File: src/rtl/mpsoc_ahb3_pkg.sv
// Shared AHB3-Lite encodings and the external-memory arbiter state type.
package mpsoc_ahb3_pkg;

  localparam logic [1:0] HTRANS_IDLE   = 2'b00;
  localparam logic [1:0] HTRANS_BUSY   = 2'b01;
  localparam logic [1:0] HTRANS_NONSEQ = 2'b10;
  localparam logic [1:0] HTRANS_SEQ    = 2'b11;

  localparam logic [2:0] HBURST_SINGLE = 3'b000;

  typedef enum logic [2:0] {
    IDLE,
    ADDR,
    DATA,
    ERR,
    RESP
  } arb_state_t;

endpackage

File: src/rtl/mpsoc_rr_arbiter.sv
// Round-robin request picker: search starts one past the last granted index.
module mpsoc_rr_arbiter #(
  parameter int NODES = 4,
  parameter int IW    = (NODES > 1) ? $clog2(NODES) : 1
) (
  input  logic             clk,
  input  logic             rst,
  input  logic [NODES-1:0] i_req,
  input  logic             i_en,
  output logic [NODES-1:0] o_gnt,
  output logic [IW-1:0]    o_idx
);

  logic [IW-1:0] r_last;
  logic          w_found;

  always_comb begin
    w_found = 1'b0;
    o_idx   = '0;
    for (int k = 1; k <= NODES; k++) begin
      if (!w_found && i_req[(int'(r_last) + k) % NODES]) begin
        w_found = 1'b1;
        o_idx   = IW'((int'(r_last) + k) % NODES);
      end
    end
    o_gnt = w_found ? (NODES'(1) << o_idx) : '0;
  end

  // Reset pointer to the top index so node 0 is searched first.
  always_ff @(posedge clk or negedge rst) begin
    if (!rst) begin
      r_last <= IW'(NODES - 1);
    end else if (i_en) begin
      r_last <= o_idx;
    end
  end

endmodule

File: src/rtl/mpsoc_ahb3_ext_arbiter.sv
// Serialises NODES tile AHB3-Lite external ports onto one memory slave, round-robin.
// Optional MPSOC_AHB3_EXT_ARB_LOCK_EN keeps the grant on the owner across locked sequences.
module mpsoc_ahb3_ext_arbiter
  import mpsoc_ahb3_pkg::*;
#(
  parameter int PLEN  = 32,
  parameter int XLEN  = 32,
  parameter int NODES = 4
) (
  input  logic                       clk,
  input  logic                       rst,

  input  logic [NODES-1:0]           ahb3_ext_hsel_i,
  input  logic [NODES-1:0][PLEN-1:0] ahb3_ext_haddr_i,
  input  logic [NODES-1:0][XLEN-1:0] ahb3_ext_hwdata_i,
  input  logic [NODES-1:0]           ahb3_ext_hwrite_i,
  input  logic [NODES-1:0][2:0]      ahb3_ext_hsize_i,
  input  logic [NODES-1:0][2:0]      ahb3_ext_hburst_i,
  input  logic [NODES-1:0][3:0]      ahb3_ext_hprot_i,
  input  logic [NODES-1:0][1:0]      ahb3_ext_htrans_i,
  input  logic [NODES-1:0]           ahb3_ext_hmastlock_i,
  output logic [NODES-1:0][XLEN-1:0] ahb3_ext_hrdata_o,
  output logic [NODES-1:0]           ahb3_ext_hready_o,
  output logic [NODES-1:0]           ahb3_ext_hresp_o,

  output logic                       ahb3_mem_hsel,
  output logic [PLEN-1:0]            ahb3_mem_haddr,
  output logic [XLEN-1:0]            ahb3_mem_hwdata,
  output logic                       ahb3_mem_hwrite,
  output logic [2:0]                 ahb3_mem_hsize,
  output logic [2:0]                 ahb3_mem_hburst,
  output logic [3:0]                 ahb3_mem_hprot,
  output logic [1:0]                 ahb3_mem_htrans,
  output logic                       ahb3_mem_hmastlock,
  input  logic [XLEN-1:0]            ahb3_mem_hrdata,
  input  logic                       ahb3_mem_hready,
  input  logic                       ahb3_mem_hresp
);

  localparam int IW = (NODES > 1) ? $clog2(NODES) : 1;

  arb_state_t                 r_state;
  logic [IW-1:0]              r_owner;
  logic                       r_hresp;
  logic [NODES-1:0]           r_pend;
  logic [NODES-1:0][PLEN-1:0] r_haddr;
  logic [NODES-1:0]           r_hwrite;
  logic [NODES-1:0][2:0]      r_hsize;
  logic [NODES-1:0][3:0]      r_hprot;
  logic [NODES-1:0][XLEN-1:0] r_hrdata;

  logic [NODES-1:0]           w_cap;
  logic [NODES-1:0]           w_req;
  logic [NODES-1:0]           w_gnt;
  logic [NODES-1:0]           w_owner_oh;
  logic [IW-1:0]              w_gnt_idx;
  logic                       w_gnt_en;
  logic                       w_mlock;
  logic                       w_unused;

  assign w_owner_oh = NODES'(1) << r_owner;

  assign ahb3_ext_hready_o = ~r_pend | ((r_state == RESP) ? w_owner_oh : '0);
  assign ahb3_ext_hresp_o  = (((r_state == ERR) || (r_state == RESP)) && r_hresp) ? w_owner_oh : '0;
  assign ahb3_ext_hrdata_o = r_hrdata;

  // SEQ and NONSEQ both have htrans[1] set, so both start a fresh capture.
  always_comb begin
    for (int i = 0; i < NODES; i++) begin
      w_cap[i] = ahb3_ext_hsel_i[i] & ahb3_ext_htrans_i[i][1] & ahb3_ext_hready_o[i];
    end
  end

  always_ff @(posedge clk) begin
    for (int i = 0; i < NODES; i++) begin
      if (w_cap[i]) begin
        r_haddr[i]  <= ahb3_ext_haddr_i[i];
        r_hwrite[i] <= ahb3_ext_hwrite_i[i];
        r_hsize[i]  <= ahb3_ext_hsize_i[i];
        r_hprot[i]  <= ahb3_ext_hprot_i[i];
      end
    end
  end

  // A capture in the owner's RESP cycle outranks the clear.
  always_ff @(posedge clk or negedge rst) begin
    if (!rst) begin
      r_pend <= '0;
    end else begin
      r_pend <= w_cap | (r_pend & ~((r_state == RESP) ? w_owner_oh : '0));
    end
  end

`ifdef MPSOC_AHB3_EXT_ARB_LOCK_EN
  logic [NODES-1:0] r_hmastlock;
  logic             r_lock;
  logic             w_lock_clr;

  always_ff @(posedge clk) begin
    for (int i = 0; i < NODES; i++) begin
      if (w_cap[i]) begin
        r_hmastlock[i] <= ahb3_ext_hmastlock_i[i];
      end
    end
  end

  assign w_lock_clr = (w_cap[r_owner] && !ahb3_ext_hmastlock_i[r_owner]) ||
                      ((ahb3_ext_htrans_i[r_owner] == HTRANS_IDLE) && ahb3_ext_hready_o[r_owner]);

  always_ff @(posedge clk or negedge rst) begin
    if (!rst) begin
      r_lock <= 1'b0;
    end else if ((r_state == ADDR) && r_hmastlock[r_owner]) begin
      r_lock <= 1'b1;
    end else if (w_lock_clr) begin
      r_lock <= 1'b0;
    end
  end

  assign w_req    = (r_pend | w_cap) & (r_lock ? w_owner_oh : '1);
  assign w_mlock  = r_hmastlock[r_owner];
  assign w_unused = ^{ahb3_ext_hburst_i, w_gnt};
`else
  assign w_req    = r_pend | w_cap;
  assign w_mlock  = 1'b0;
  assign w_unused = ^{ahb3_ext_hburst_i, w_gnt, ahb3_ext_hmastlock_i, ahb3_ext_htrans_i};
`endif

  assign w_gnt_en = (r_state == IDLE) && (|w_req);

  mpsoc_rr_arbiter #(
    .NODES (NODES),
    .IW    (IW)
  ) u_rr (
    .clk   (clk),
    .rst   (rst),
    .i_req (w_req),
    .i_en  (w_gnt_en),
    .o_gnt (w_gnt),
    .o_idx (w_gnt_idx)
  );

  always_ff @(posedge clk or negedge rst) begin
    if (!rst) begin
      r_state <= IDLE;
      r_owner <= '0;
      r_hresp <= 1'b0;
    end else begin
      case (r_state)
        IDLE: if (w_gnt_en) begin
          r_owner <= w_gnt_idx;
          r_state <= ADDR;
        end
        ADDR: if (ahb3_mem_hready) r_state <= DATA;
        DATA: if (ahb3_mem_hready) begin
          r_hresp <= ahb3_mem_hresp;
          r_state <= ahb3_mem_hresp ? ERR : RESP;
        end
        ERR:     r_state <= RESP;
        RESP:    r_state <= IDLE;
        default: r_state <= IDLE;
      endcase
    end
  end

  always_ff @(posedge clk or negedge rst) begin
    if (!rst) begin
      r_hrdata <= '0;
    end else if ((r_state == DATA) && ahb3_mem_hready) begin
      r_hrdata[r_owner] <= ahb3_mem_hrdata;
    end
  end

  always_comb begin
    ahb3_mem_hsel      = 1'b0;
    ahb3_mem_haddr     = '0;
    ahb3_mem_hwdata    = '0;
    ahb3_mem_hwrite    = 1'b0;
    ahb3_mem_hsize     = 3'b000;
    ahb3_mem_hburst    = HBURST_SINGLE;
    ahb3_mem_hprot     = 4'b0000;
    ahb3_mem_htrans    = HTRANS_IDLE;
    ahb3_mem_hmastlock = 1'b0;
    if (r_state == ADDR) begin
      ahb3_mem_hsel      = 1'b1;
      ahb3_mem_haddr     = r_haddr[r_owner];
      ahb3_mem_hwrite    = r_hwrite[r_owner];
      ahb3_mem_hsize     = r_hsize[r_owner];
      ahb3_mem_hprot     = r_hprot[r_owner];
      ahb3_mem_htrans    = HTRANS_NONSEQ;
      ahb3_mem_hmastlock = w_mlock;
    end
    if (r_state == DATA) begin
      ahb3_mem_hwdata = ahb3_ext_hwdata_i[r_owner];
    end
  end

endmodule

File: config.mk
export PLATFORM = sky130hd
export DESIGN_NAME = mpsoc_ahb3_ext_arbiter
export DESIGN_NICKNAME = d
export VERILOG_FILES = /design/src/rtl/mpsoc_ahb3_pkg.sv /design/src/rtl/mpsoc_rr_arbiter.sv /design/src/rtl/mpsoc_ahb3_ext_arbiter.sv
export SDC_FILE = /design/constraint.sdc
export NUM_CORES = 1
export LEC_CHECK = 0
export CAP_MARGIN = 5
export CORE_AREA = 2 2 221 223
export DETAILED_ROUTE_END_ITERATION = 7
export DIE_AREA = 0 0 223 225
export HOLD_SLACK_MARGIN = 0.15
export PLACE_DENSITY = 0.56
export SYNTH_ARGS = -nofsm -noshare
export SYNTH_HDL_FRONTEND = slang
export SYNTH_SLANG_ARGS = --single-unit
File: constraint.sdc
create_clock -name clk -period 8.8 [get_ports clk]
set_clock_uncertainty 0.05 [all_clocks]
set_input_delay 1.76 -clock clk [delete_from_list [all_inputs] [get_ports clk]]
set_output_delay 1.76 -clock clk [all_outputs]
set_load 0.05 [all_outputs]
Word level (Yosys, flattened, before mapping)
Cells that the tools add are included.

word-level totals
  flip-flop bits (word level) = 300
  input bits = 352
  output and inout port bits = 215
  logic and storage cells = 127

operators by class
  $add $sub $neg = 4
  $lt $le $gt $ge = 6
  equality and inequality tests = 7
  shifts and indexed selects = 1
  mux-type cells = 46
  bitwise gates (word level) = 18
  reduce and logical (&&, ||, !) cells = 20

operators by type and width
  cell                   number
  $mux W32               5
  $bmux W32 S2           2
  $bwmux W128            1
  $demux W32 S2          1
  $mux W3                6
  $lt A3 B4 Y1 const B   4
  $mux W4                4
  $mux W1                14
  $or A4 B4 Y4           3
  $pmux W3 S4            1
  $bmux W1 S2            5
  $mux W2                5
  $and A1 B1 Y1          8
  $bmux W4 S2            1
  $not A4 Y4             2
  $reduce_or A2 Y1       4
  $logic_and A1 B1 Y1    7
  $bmux W3 S2            1
  $eq A3 B2 Y1 const B   2
  $add A2 B1 Y2 const B  2
  $add A2 B2 Y2 const B  2
  $and A1 B1 Y1 const A  4
  $and A4 B4 Y4          1
  $ne A2 B2 Y1 const B   2
  12 further kinds       15

Depth between registers and ports, before layout
  word-level depth = 18
  mapped depth = 7
  depth with buffers taken out = 4

Hierarchy
A second synthesis with hierarchy kept.

unflattened totals
  cells, all modules = 708
  area, all modules = 12736.0 um^2

modules (own cells, without submodules)
  module                  instances  cells an instance  area each (um^2)  seq. area each (um^2)
  mpsoc_ahb3_ext_arbiter  1          679                12507.0           8257.9
  mpsoc_rr_arbiter        1          29                 229.0             52.6

Least setup slack after synthesis
Ideal clock, no wire load.

  path kind = flip-flop to flip-flop
  start point = reg r_owner[0]
  end point = reg r_haddr[32] in the netlist's numbering, enable pin
  setup time = 442 ps
  arrival = 4100 ps
  data required time = 8308 ps
  path slack = 4208 ps
  cell stages (with the launch flop) = 6
  buffers on the path = 2
  clock period less this slack = 4592 ps
  path through = dfrtp_1 buf_2 buf_1 nand2_1 o21ai_0 nor2b_1

on the way
  cells in the longest elaborated chain, start to end = 4

RTL lines
  item                            line                           text
  start: declaration              mpsoc_ahb3_ext_arbiter.sv:43   logic [IW-1:0] r_owner;
  start signal: assignment        mpsoc_ahb3_ext_arbiter.sv:151  r_owner <= w_gnt_idx;
  $shl A1 B2 Y4                   mpsoc_ahb3_ext_arbiter.sv:61   assign w_owner_oh = NODES'(1) << r_owner;
  $mux W4                         mpsoc_ahb3_ext_arbiter.sv:63   assign ahb3_ext_hready_o = ~r_pend | ((r_state == RESP) ? w_owner_oh : '0);
  $or A4 B4 Y4                    mpsoc_ahb3_ext_arbiter.sv:63
  named net ahb3_ext_hready_o[1]  mpsoc_ahb3_ext_arbiter.sv:23   output logic [NODES-1:0] ahb3_ext_hready_o,
  $and A1 B1 Y1                   mpsoc_ahb3_ext_arbiter.sv:70   w_cap[i] = ahb3_ext_hsel_i[i] & ahb3_ext_htrans_i[i][1] & ahb3_ext_hready_o[i];
  named net w_cap[1]              mpsoc_ahb3_ext_arbiter.sv:52   logic [NODES-1:0] w_cap;
  end signal: indexed assignment  mpsoc_ahb3_ext_arbiter.sv:77   r_haddr[i] <= ahb3_ext_haddr_i[i];
  end: declaration                mpsoc_ahb3_ext_arbiter.sv:46   logic [NODES-1:0][PLEN-1:0] r_haddr;

The timed path passes the listed nets, and every way through them passes these cells.
A chain may end at the register's enable or synchronous reset.

Final worst setup path
  start point = reg r_owner[0]
  end point = out ahb3_mem_hwrite

on the way
  cells in the longest elaborated chain, start to end = 3

RTL lines
  item                           line                           text
  $bmux W1 S2                    mpsoc_ahb3_ext_arbiter.sv:187  ahb3_mem_hwrite = r_hwrite[r_owner];
  $mux W1 (not written as such)  mpsoc_ahb3_ext_arbiter.sv:187
  $mux W1                        mpsoc_ahb3_ext_arbiter.sv:184  if (r_state == ADDR) begin
  end: declaration               mpsoc_ahb3_ext_arbiter.sv:29   output logic ahb3_mem_hwrite,

Every way passes these cells. The select of a mux whose other input is x is not followed.

==> metrics <==
gr usage total=0.172; GRT overflow=0; CTS resizes=0; Worst EP required=6990 ps; filler instances=4358; largest net degree at the start of global routing=84; final wirelength=44100 µm; core area=47500 µm²; clk_lat worst skew=530 ps; Vias/cell=4.43; Post-Syn Area=12600 µm²; Setup crit end kind=output port; remaining routing DRC violations=0; peak supply drop=0.222 mV; ys flop type=edfxtp_1; fin cells=1886; share of cells above drive strength 1=0.222; P_int=4180 µW; initial antenna violation count=7; CP Cell Sequence=buf_4, mux4_2, nor2b_1, clkdlybuf4s50_1; initial core utilization=0.266; setup TNS=0 ps; dpl ws=3220 ps; CP startpoint kind=flip-flop; area share of the largest cell type after synthesis=0.380; post-layout total power=7210 µW; vias in the first global route=9155; switching pwr=3030 µW; Worst Tran Pin Value=1050 ps; Hold-fix buffers, CTS=0; Detail Route Antenna Nets=0; Area growth, synth to finish=57.7%; share of power burned in registers=0.287; sw frac=0.420; slowest CP cell=dfrtp_4; R2R cell count=6; num rows=80; Via Count=8347; dpl cells=1818; syn_area_per_cell=18.3 µm²; Clk network pwr share=0.213; Power Density=362 nW/µm²; status=finished clean; sequential share of the synthesized area=0.657; final worst path period share=0.644; worst-path maximum fanout=44; Synth Register Bits=300; Rel. slew slack=0.299; Pleak=0.00754 µW; Crit path largest cell delay=960 ps; Final Hold Fails=0; Slew Viols, Final=0; CTS root buffer=clkbuf_16; first-pass GRT wire length=63100 µm; Layout Nets=1593; Gate power share=0.500; Post-Syn Instances=692; synth top area cells=edfxtp_1 38%, dfrtp_1 27%, mux4_2 13%; # IOs=567; Final setup viols=0; GR peak layer=met2; WHS=421 ps; unrepaired setup endpoints after global routing=false; ys async rst share=0.467; initial DRC count=379; total iterations of the first detailed-routing run=6; Max Cap Viol=0; Hold Crit Class=reg -> reg; Placer Congestion=0.782; WHS Path Cells=2; Num CTS Buffers=36; met2 Use GR=0.309; htree depth=2; Setup WS post-layout=3130 ps; Synth Warn #=0; Synth area leader=edfxtp_1; Routed wire per std cell=23.4 µm; clock tree sinks=300; Worst-path clk slew=60 ps; Arrival @ worst endpoint=3860 ps; clock buffer depth=3; post-CTS setup buffers=0; Buffers on Ports=541; Chip Width=223 µm; minimum clock period after layout=5670 ps; EDFF count, synth=160; Cell variety after synth=41; DIE HEIGHT=225 µm; grt met1 use=0.194; GR met3 Demand/Resource=0.0609; Setup Crit Path Kind=reg -> out; HPWL after DPL=31900 µm; CTS tree=yes; Max Fclk=176 MHz; die footprint=50200 µm²
state kept, by name (all words and copies together) (netlist names):
register and flops:
r_hwrite 4, r_owner 2, u_rr.r_last 2, r_pend 4, ahb3_ext_hrdata_o 128, r_hresp 1, r_state 3, r_hsize 12
r_hprot 16, r_haddr 128
routing by layer:
| metal | vias up | wire (µm) |
|---|---|---|
| li1 | 3739 | - |
| met1 | 4199 | 16800 |
| met2 | 343 | 22700 |
| met3 | 60 | 3610 |
| met4 | 6 | 984 |
| met5 | - | 40 |
kinds of logic after synthesis:
kind of cell    after synthesis  share of synthesized area
flops                       300                      0.657
mux                         201                      0.252
simple gates                115                     0.0539
buf+inv                      50                     0.0236
compound gates               25                     0.0129
other cells                   1                   0.000297
worst max-delay path, delay by kind of cell, from the launching register on:
kind,cells,cell delay [ps]
multiplexers,1,580
AND/OR/NAND/NOR,1,140
buffers and inverters,2,1560
flip-flops,1,960
final timing paths:
path	startpoint	to	slack, ps
setup / recovery	r_owner[0]	ahb3_mem_hwrite	3130
hold / removal	r_hresp	r_hresp	420
setup reg to reg	r_state[1]	ahb3_ext_hrdata_o[103]	5770
hold reg to reg	r_hresp	r_hresp	420
max in group asynchronous	rst	ahb3_ext_hrdata_o[83]	6140
min in group asynchronous	rst	ahb3_ext_hrdata_o[127]	1250
Yosys cell counts, types with 3 or more instances:
library cell	instances
clkbuf_1	16
dfrtp_1	138
edfxtp_1	160
buf_1	4
and2_1	31
mux2_4	30
a21oi_1	7
buf_6	3
nor2b_1	45
mux2_1	5
inv_1	4
buf_4	6
nor2_1	7
o21ai_0	6
buf_2	14
mux4_2	72
nand2_1	15
buf_12	3
a2bb2oi_1	3
mux2_2	94
cells in the final DEF, fill, tap and decap left out, types with 3 or more instances in the layout:
master and instances:
clkdlybuf4s50_1 540, clkinv_2 4, clkbuf_8 5, clkbuf_16 38
clkinv_1 4, nor2b_1 41, bufinv_16 4, nor2_1 6
and2_1 31, edfxtp_1 160, a21oi_1 7, inv_1 4
buf_4 12, mux2_1 5, diode_2 4, dfrtp_1 136
mux2_4 30, mux2_2 94, clkbuf_1 5, a2bb2oi_1 3
mux4_2 72, o21ai_0 6, nand2_1 15, conb_1 5
nor2b_4 4
per-stage QoR:
| stage | area [µm²] | utilization |
|---|---|---|
| floorplan | 12700 | - |
| CTS | 19900 | 0.419 |
| finish | 19900 | 0.419 |
| detailed placement | 18700 | 0.393 |
| global placement | 18700 | 0.393 |
| global route | 19900 | 0.419 |
cell type report:
| cell class | instances | area [µm²] | share of cell area |
|---|---|---|---|
| diodes | 4 | 10.0 | 0.000502 |
| clock buffers | 48 | 1040 | 0.0521 |
| clock inverters | 16 | 196 | 0.00985 |
| inverters | 4 | 15.0 | 0.000753 |
| multi-input cells | 346 | 4090 | 0.205 |
| flip-flops and latches | 300 | 8320 | 0.417 |
| well taps | 615 | 769 | 0.0386 |
| repair buffers | 553 | 5510 | 0.276 |
power by group through the flow:
stage	clock network (µW)	logic, µW	registers (µW)
5_1_grt	1650	3750	2120
3_5_place_dp	0	3650	2090
4_1_cts	1590	3660	2070
3_3_place_gp	0	3660	2080
2_1_floorplan	0	1540	2870
6_report	1540	3610	2070
No activity file was read; power rests on OpenSTA's default activity.
